## config.mk

```make
export PLATFORM = sky130hd
export DESIGN_NAME = sr_latch_write_ctrl_flat
export DESIGN_NICKNAME = d
export VERILOG_FILES = /design/src/rtl/sr_latch_write_ctrl_if.sv /design/src/rtl/sr_latch_write_ctrl.sv /design/src/flat_wrapper.sv
export SDC_FILE = /design/constraint.sdc
export NUM_CORES = 1
export LEC_CHECK = 0
export CAP_MARGIN = 20
export CORE_AREA = 3 3 40 42
export DETAILED_ROUTE_END_ITERATION = 6
export DIE_AREA = 0 0 43 45
export PLACE_DENSITY = 0.73
export SYNTH_ARGS = -nofsm -noshare
export SYNTH_HDL_FRONTEND = slang
export SYNTH_SLANG_ARGS = --single-unit
```

## constraint.sdc

```tcl
create_clock -name clk -period 2.1 [get_ports clk]
set_input_delay 0.63 -clock clk [delete_from_list [all_inputs] [get_ports clk]]
set_output_delay 0.63 -clock clk [all_outputs]
set_load 0.02 [all_outputs]
```

## src/rtl/sr_latch_write_ctrl_if.sv

```systemverilog
// Write-request / latch-drive bundle between the controller and its SR latch.
// master: controller side (drives s, r, busy, ack, err); slave: requester + latch.
interface sr_latch_write_ctrl_if;
  logic req;
  logic d;
  logic q_fb;
  logic q_bar_fb;
  logic s;
  logic r;
  logic busy;
  logic ack;
  logic err;

  modport master (
    input  req,
    input  d,
    input  q_fb,
    input  q_bar_fb,
    output s,
    output r,
    output busy,
    output ack,
    output err
  );

  modport slave (
    output req,
    output d,
    output q_fb,
    output q_bar_fb,
    input  s,
    input  r,
    input  busy,
    input  ack,
    input  err
  );
endinterface

```

## src/rtl/sr_latch_write_ctrl.sv

```systemverilog
// Clocked writer for a cross-coupled NOR SR latch: pulse, settle, verify, retry.
// Ports: clk, reset (sync, active-high); wr_io carries req/d/q_fb/q_bar_fb in, s/r/busy/ack/err out.
module sr_latch_write_ctrl #(
  parameter int PULSE_CYCLES  = 2,
  parameter int SETTLE_CYCLES = 1,
  parameter int MAX_RETRY     = 2
) (
  input  logic                  clk,
  input  logic                  reset,
  sr_latch_write_ctrl_if.master wr_io
);

  localparam int CMAX = (PULSE_CYCLES > SETTLE_CYCLES) ?
                        PULSE_CYCLES : SETTLE_CYCLES;
  localparam int CW   = (CMAX > 1) ? $clog2(CMAX) : 1;
  localparam int RW   = (MAX_RETRY > 0) ? $clog2(MAX_RETRY + 1) : 1;

  localparam logic [CW-1:0] P_LAST = CW'(PULSE_CYCLES - 1);
  localparam logic [CW-1:0] S_LAST = CW'(SETTLE_CYCLES - 1);
  localparam logic [RW-1:0] R_LAST = RW'(MAX_RETRY);

  typedef enum logic [1:0] {
    IDLE,
    PULSE,
    SETTLE
  } state_e;

  state_e        state_q, state_d;
  logic [CW-1:0] cnt_q, cnt_d;
  logic [RW-1:0] rty_q, rty_d;
  logic          dv_q, dv_d;
  logic          s_q, s_d;
  logic          r_q, r_d;
  logic          busy_q, busy_d;
  logic          ack_q, ack_d;
  logic          err_q, err_d;
  logic          pass;

  // 00 and 11 readbacks never match, so invalid latch states fail.
  assign pass = (wr_io.q_fb == dv_q) &&
                (wr_io.q_bar_fb == ~dv_q);

  always_ff @(posedge clk) begin
    if (reset) begin
      state_q <= IDLE;
      cnt_q   <= '0;
      rty_q   <= '0;
      dv_q    <= 1'b0;
      s_q     <= 1'b0;
      r_q     <= 1'b0;
      busy_q  <= 1'b0;
      ack_q   <= 1'b0;
      err_q   <= 1'b0;
    end else begin
      state_q <= state_d;
      cnt_q   <= cnt_d;
      rty_q   <= rty_d;
      dv_q    <= dv_d;
      s_q     <= s_d;
      r_q     <= r_d;
      busy_q  <= busy_d;
      ack_q   <= ack_d;
      err_q   <= err_d;
    end
  end

  // s_d/r_d are only ever set together as a complementary pair.
  always_comb begin
    state_d = state_q;
    cnt_d   = cnt_q;
    rty_d   = rty_q;
    dv_d    = dv_q;
    s_d     = 1'b0;
    r_d     = 1'b0;
    busy_d  = busy_q;
    ack_d   = 1'b0;
    err_d   = err_q;
    unique case (state_q)
      IDLE: begin
        busy_d = 1'b0;
        if (wr_io.req) begin
          dv_d    = wr_io.d;
          rty_d   = '0;
          cnt_d   = '0;
          err_d   = 1'b0;
          busy_d  = 1'b1;
          s_d     = wr_io.d;
          r_d     = ~wr_io.d;
          state_d = PULSE;
        end
      end
      PULSE: begin
        if (cnt_q == P_LAST) begin
          cnt_d   = '0;
          state_d = SETTLE;
        end else begin
          cnt_d = cnt_q + 1'b1;
          s_d   = dv_q;
          r_d   = ~dv_q;
        end
      end
      SETTLE: begin
        if (cnt_q != S_LAST) begin
          cnt_d = cnt_q + 1'b1;
        end else begin
          cnt_d = '0;
          if (pass) begin
            ack_d   = 1'b1;
            err_d   = 1'b0;
            busy_d  = 1'b0;
            state_d = IDLE;
          end else if (rty_q == R_LAST) begin
            ack_d   = 1'b1;
            err_d   = 1'b1;
            busy_d  = 1'b0;
            state_d = IDLE;
          end else begin
            rty_d   = rty_q + 1'b1;
            s_d     = dv_q;
            r_d     = ~dv_q;
            state_d = PULSE;
          end
        end
      end
      default: begin
        state_d = IDLE;
        busy_d  = 1'b0;
      end
    endcase
  end

  assign wr_io.s    = s_q;
  assign wr_io.r    = r_q;
  assign wr_io.busy = busy_q;
  assign wr_io.ack  = ack_q;
  assign wr_io.err  = err_q;

endmodule

```

## src/flat_wrapper.sv

```systemverilog
// flat-port wrapper written by rule: the top's interface ports become plain ports
module sr_latch_write_ctrl_flat 
#(
  parameter int PULSE_CYCLES  = 2,
  parameter int SETTLE_CYCLES = 1,
  parameter int MAX_RETRY     = 2
)
  (clk, reset, wr_io_req, wr_io_d, wr_io_q_fb, wr_io_q_bar_fb, wr_io_s, wr_io_r, wr_io_busy, wr_io_ack, wr_io_err);
  sr_latch_write_ctrl_if wr_io_i ();
  input  logic clk;
  input  logic reset;
  input wire logic [$bits(wr_io_i.req)-1:0] wr_io_req;
  input wire logic [$bits(wr_io_i.d)-1:0] wr_io_d;
  input wire logic [$bits(wr_io_i.q_fb)-1:0] wr_io_q_fb;
  input wire logic [$bits(wr_io_i.q_bar_fb)-1:0] wr_io_q_bar_fb;
  output wire logic [$bits(wr_io_i.s)-1:0] wr_io_s;
  output wire logic [$bits(wr_io_i.r)-1:0] wr_io_r;
  output wire logic [$bits(wr_io_i.busy)-1:0] wr_io_busy;
  output wire logic [$bits(wr_io_i.ack)-1:0] wr_io_ack;
  output wire logic [$bits(wr_io_i.err)-1:0] wr_io_err;
  assign wr_io_i.req = wr_io_req;
  assign wr_io_i.d = wr_io_d;
  assign wr_io_i.q_fb = wr_io_q_fb;
  assign wr_io_i.q_bar_fb = wr_io_q_bar_fb;
  assign wr_io_s = wr_io_i.s;
  assign wr_io_r = wr_io_i.r;
  assign wr_io_busy = wr_io_i.busy;
  assign wr_io_ack = wr_io_i.ack;
  assign wr_io_err = wr_io_i.err;
  sr_latch_write_ctrl #(.PULSE_CYCLES(PULSE_CYCLES), .SETTLE_CYCLES(SETTLE_CYCLES), .MAX_RETRY(MAX_RETRY)) u_core (.clk(clk), .reset(reset), .wr_io(wr_io_i));
endmodule
```

Word-level counts from Yosys, hierarchy flattened
Index checks and enable logic that the tools add are counted.
{ "word_totals": {"regBits": 11, "inputBits": 6} }
{ "op_classes": {"n_addsub": 2, "n_eq_ne": 11, "n_mux": 38, "bitwise_logic": 4, "n_reduce_logical": 11} }
{ "op_table": {"columns": ["operator", "count"], "rows": [
  ["$mux W1", 23],
  ["$mux W2", 8],
  ["$pmux W1 S3", 4],
  ["$ne A2 B2 Y1 const B", 4],
  ["$pmux W2 S3", 1],
  ["$reduce_and A3 Y1", 2],
  ["$reduce_and A5 Y1", 1],
  ["$eq A2 B2 Y1 const B", 2],
  ["$not A1 Y1", 4],
  ["$pmux W2 S2", 1],
  ["$reduce_and A2 Y1", 2],
  ["$reduce_and A4 Y1", 1],
  ["$ne A3 B1 Y1 const B", 1],
  ["$reduce_bool A3 Y1", 1],
  ["$reduce_or A3 Y1", 1],
  ["$add A2 B1 Y2 const B", 1],
  ["$eq A1 B1 Y1", 2],
  ["$eq A2 B1 Y1 const B", 1],
  ["$logic_not A2 Y1", 1],
  ["$ne A2 B1 Y1 const B", 1],
  ["$pmux W1 S2", 1],
  ["$reduce_bool A2 Y1", 1],
  ["$add A1 B1 Y1 const B", 1],
  ["$logic_and A1 B1 Y1", 1]
]} }

Logic depth before layout (Yosys ltp)
{ "logic_depth": {"depth_word": 6, "depth_mapped": 6} }

Least setup slack after synthesis
OpenSTA, ideal clock, no wires.
{ "synth_path": {"path_kind": "reg-to-reg", "startpoint": "register u_core.state_q[0]", "endpoint": "register u_core.state_q[0]", "setup_ns": 0.071, "t_arrival_ns": 1.558, "slack_ns": 0.471, "path_stages_with_launch": 7, "n_path_buf": 0, "cell_sequence": "dfxtp_1 > inv_1 > ha_1 > nor2b_4 > a211o_1 > or3_1 > a21oi_1"} }
{ "synth_between": {"elab_chain_len": 3} }
{ "synth_lines": {"columns": ["element", "line_no", "source"], "rows": [
  ["from (decl)", "sr_latch_write_ctrl.sv:28", "state_e state_q, state_d;"],
  ["from (signal assigned)", "sr_latch_write_ctrl.sv:55", "state_q <= state_d;"],
  ["$eq A2 B1 Y1, or another cell as far along", "sr_latch_write_ctrl.sv:78", "unique case (state_q)"],
  ["$ne A2 B1 Y1 (no line) / $ne A2 B2 Y1 (equally long branches)", null, null],
  ["$reduce_and A3 Y1 (no line)", null, null]
]} }
Parallel ways exist; a longest one is shown, timed or not.
A chain may end at the register's enable or synchronous reset.

Final worst setup path
{ "layout_path": {"startpoint": "input port wr_io_q_bar_fb", "endpoint": "register u_core.busy_q (netlist: u_core.wr_io.busy)"} }
{ "layout_between": {"elab_chain_len": 5} }
{ "layout_lines": {"columns": ["element", "line_no", "source"], "rows": [
  ["from (decl)", "flat_wrapper.sv:15", "input wire logic [$bits(wr_io_i.q_bar_fb)-1:0] wr_io_q_bar_fb;"],
  ["$eq A1 B1 Y1 (*)", "sr_latch_write_ctrl.sv:41", "(wr_io.q_bar_fb == ~dv_q);"],
  ["$logic_and A1 B1 Y1 (*)", "sr_latch_write_ctrl.sv:40", "assign pass = (wr_io.q_fb == dv_q) &&"],
  ["$mux W1", "sr_latch_write_ctrl.sv:107", "if (pass) begin"],
  ["$mux W1", "sr_latch_write_ctrl.sv:103", "if (cnt_q != S_LAST) begin"],
  ["$pmux W1 S3", "sr_latch_write_ctrl.sv:78", null],
  ["to (signal assigned)", "sr_latch_write_ctrl.sv:61", "busy_q <= busy_d;"],
  ["to (decl)", "sr_latch_write_ctrl.sv:34", "logic busy_q, busy_d;"]
]} }
Mark *: on every way between the ends. The rest lies on a longest branch, timed or not. The select of a mux whose other input is x is not followed.

==> results.yml <==
synthesis:
  post-synth-top-area-cell: "dfxtp_1"
  synth_cells: 72
  synth.distinct_cells: 29
  synth_top_area_share_pct: 34.85
  synth.avg_cell_area_sq_um: 8.776
  ys_ff_latch: 11
  synth_edf_count: 0
  async_flop_share_pct: 0
  synth_nets: 84
  yosys_warnings: 0
  syn_area_sq_um: 631.9
  ys_seq_area_share_pct: 34.85
  ys.flop_type: "dfxtp_1"
  synth.area.top_cells: "dfxtp_1 (35%), ha_1 (12%), a21oi_1 (7.9%)"
cells_and_area:
  fin_nets: 105
  drive_above_1_share_pct: 14.13
  antenna_cells: 0
  areaGrowthSynthToFinish_pct: 30.69
  fillers: 117
  layoutNonFillerInstCount: 107
outcome:
  status: "complete, no violations"
cts:
  cts_setup_buffers: 0
  clock_path_buffers: 2
  clock-root-buffer: "clkbuf_4"
  cts-hold-fix-buffers: 0
  htree_levels: 1
  clock-sinks: 11
  worstSkewPairLatency_ns: 0.26
  cts_buffers: 3
  cts_resized: 0
  clk_pin_slew_worst_paths_ns: 0.07
  cts_tree: "yes"
die:
  die-area_sq_mm: 0.001935
  io_pins: 11
  chipWidth_um: 43
  initial_core_util_pct: 49.17
  fp.coreArea_sq_mm: 0.001285
  num_rows: 13
  die_h_um: 45
critical_path:
  start_kind: "input pin"
  worstPathRequired_ns: 2.27
  cp-endpoint: "u_core.wr_io.busy$_SDFFE_PP0P_"
  rr_worst_depth: 6
  r2r-end: "u_core.state_q[0]$_SDFFE_PP0P_"
  worstReg2RegStart: "u_core.state_q[0]$_SDFFE_PP0P_"
  r2r_slack_ns: 0.32
  worstPathArrival_ns: 2.08
  cp_max_fo: 4
  startpoint: "wr_io_q_bar_fb"
  criticalPathCategory: "in -> reg"
  end_kind: "flop"
detailed_routing:
  drt_iter0_markers: 8
  via_count: 592
  drcViolationCount: 0
  wirelength_um: 1305
  wire_per_inst_um: 12.20
  first_pass_iters: 4
  post_drt_via_cell_ratio: 5.533
  drtAntennaViolNets: 0
sta:
  setup_viol_count_final: 0
  maxSlewViolCount: 0
  setup_ws_ns: 0.1941
  fin_crit_sh_pct: 90.75
  relSlewSlack_pct: 79.50
  grt_setup_unrepaired: "false"
  setup_tns_ns: 0
  fin_skew_ns: 0.0008144
  tightestPinTransition_ns: 0.2998
  fmax_mhz: 524.7
  finalCriticalPeriod_ns: 1.906
  finalHoldViolations: 0
placed_design:
  dp_slack_ns: -0.07233
  dpl.cell_count: 103
  gp_congestion: 0.7465
  port_buffers: 10
  hpwl_um: 996.7
grt:
  grt_max_degree: 9
  grt_overflow: 0
  track_usage_pct: 15.53
  grt_pass1_vias: 559
  antenna_found_initial: 0
  grt_pass1_wl_um: 2270
power_and_ir_drop:
  power_density_mw_per_mm2: 955.8
  p_leak_nw: 0.3286
  irDropWorstVdd_mv: 0.3898
run:
  drv_cap: 0
hold_path:
  worstHoldPathType: "reg -> reg"
cell usage after synthesis, types with 2 or more instances:
master	number
dfxtp_1	11
a21oi_1	10
ha_1	6
inv_1	5
nand2_1	4
nand2b_1	4
nor2_1	4
nand3_1	3
or3_1	3
o21ai_0	2
o221ai_1	2
logic make-up after synthesis:
kind of cell,synth area share (%)
AOI/OAI and AO/OA,22.38
buffers and inverters,3.564
DFF,34.85
muxes,1.584
adders and majority gates,11.88
and+or+nand+nor,25.74
critical path, cell delays in order:
cell and delay, ns:
clkdlybuf4s50_1 0.50, or3b_4 0.41, a311oi_1 0.33, o21ai_0 0.13, o41ai_1 0.06
worst min-delay path by stage:
stage,start,cells after the start,slack (ns),end
2_1_floorplan,u_core.rty_q[1]$_SDFFE_PP0P_,2,0.46,u_core.rty_q[1]$_SDFFE_PP0P_
6_report,u_core.wr_io.busy$_SDFFE_PP0P_,2,0.46,u_core.wr_io.busy$_SDFFE_PP0P_
4_1_cts,u_core.wr_io.busy$_SDFFE_PP0P_,2,0.46,u_core.wr_io.busy$_SDFFE_PP0P_
5_1_grt,u_core.wr_io.busy$_SDFFE_PP0P_,2,0.50,u_core.wr_io.busy$_SDFFE_PP0P_
3_5_place_dp,u_core.wr_io.busy$_SDFFE_PP0P_,2,0.45,u_core.wr_io.busy$_SDFFE_PP0P_
3_3_place_gp,u_core.wr_io.busy$_SDFFE_PP0P_,2,0.45,u_core.wr_io.busy$_SDFFE_PP0P_
cell type report:
cell class,instances,area (sq um),share of cell area (%)
inverters,5,18.77,2.273
repair buffers,17,152.6,18.48
multi-input cells,55,389.1,47.12
clock buffers,4,26.28,3.182
well taps,15,18.77,2.273
flip-flops and latches,11,220.2,26.67
layout by cell type (no fill, tap or decap), drive strengths merged, types with 3 or more instances in the layout:
master and count:
nor2 4, nand2 4, clkdlybuf4s50 10, clkbuf 4, ha 6, or3 3, inv 5, a21oi 10
nand3 3, nand2b 4, dfxtp 11, buf 7
power breakdown:
part           switching, mW  internal [mW]
registers             0.0358          0.247
logic                  0.180          0.183
clock network         0.0694         0.0734
total                  0.286          0.504
routing by layer:
metal | vias to the layer above | wire [um] | global-route usage [%]
met5 | - | 0 | 0
met4 | 0 | 13 | 7.831
met3 | 2 | 62 | 4.382
met2 | 14 | 574 | 24.85
met1 | 272 | 655 | 19.17
li1 | 304 | - | -
registers in the layout, indices dropped and copies added, names as in the netlist:
| signal | cells |
|---|---|
| u_core.cnt_q | 1 |
| u_core.dv_q | 1 |
| u_core.rty_q | 2 |
| u_core.state_q | 2 |
| u_core.wr_io.ack | 1 |
| u_core.wr_io.busy | 1 |
| u_core.wr_io.err | 1 |
| u_core.wr_io.r | 1 |
| u_core.wr_io.s | 1 |
stage by stage:
step	hold WS (ns)	util (%)	area (sq um)	power (mW)
global route	0.5037	64.26	825.8	0.8484
CTS	0.4627	64.26	825.8	0.7975
global placement	0.4464	62.22	799.5	0.6466
floorplan	0.4608	-	631.9	0.5224
detailed placement	0.4514	62.22	799.5	0.6500
finish	0.4566	64.26	825.8	0.7893
Power figures use the tool's default switching activity.
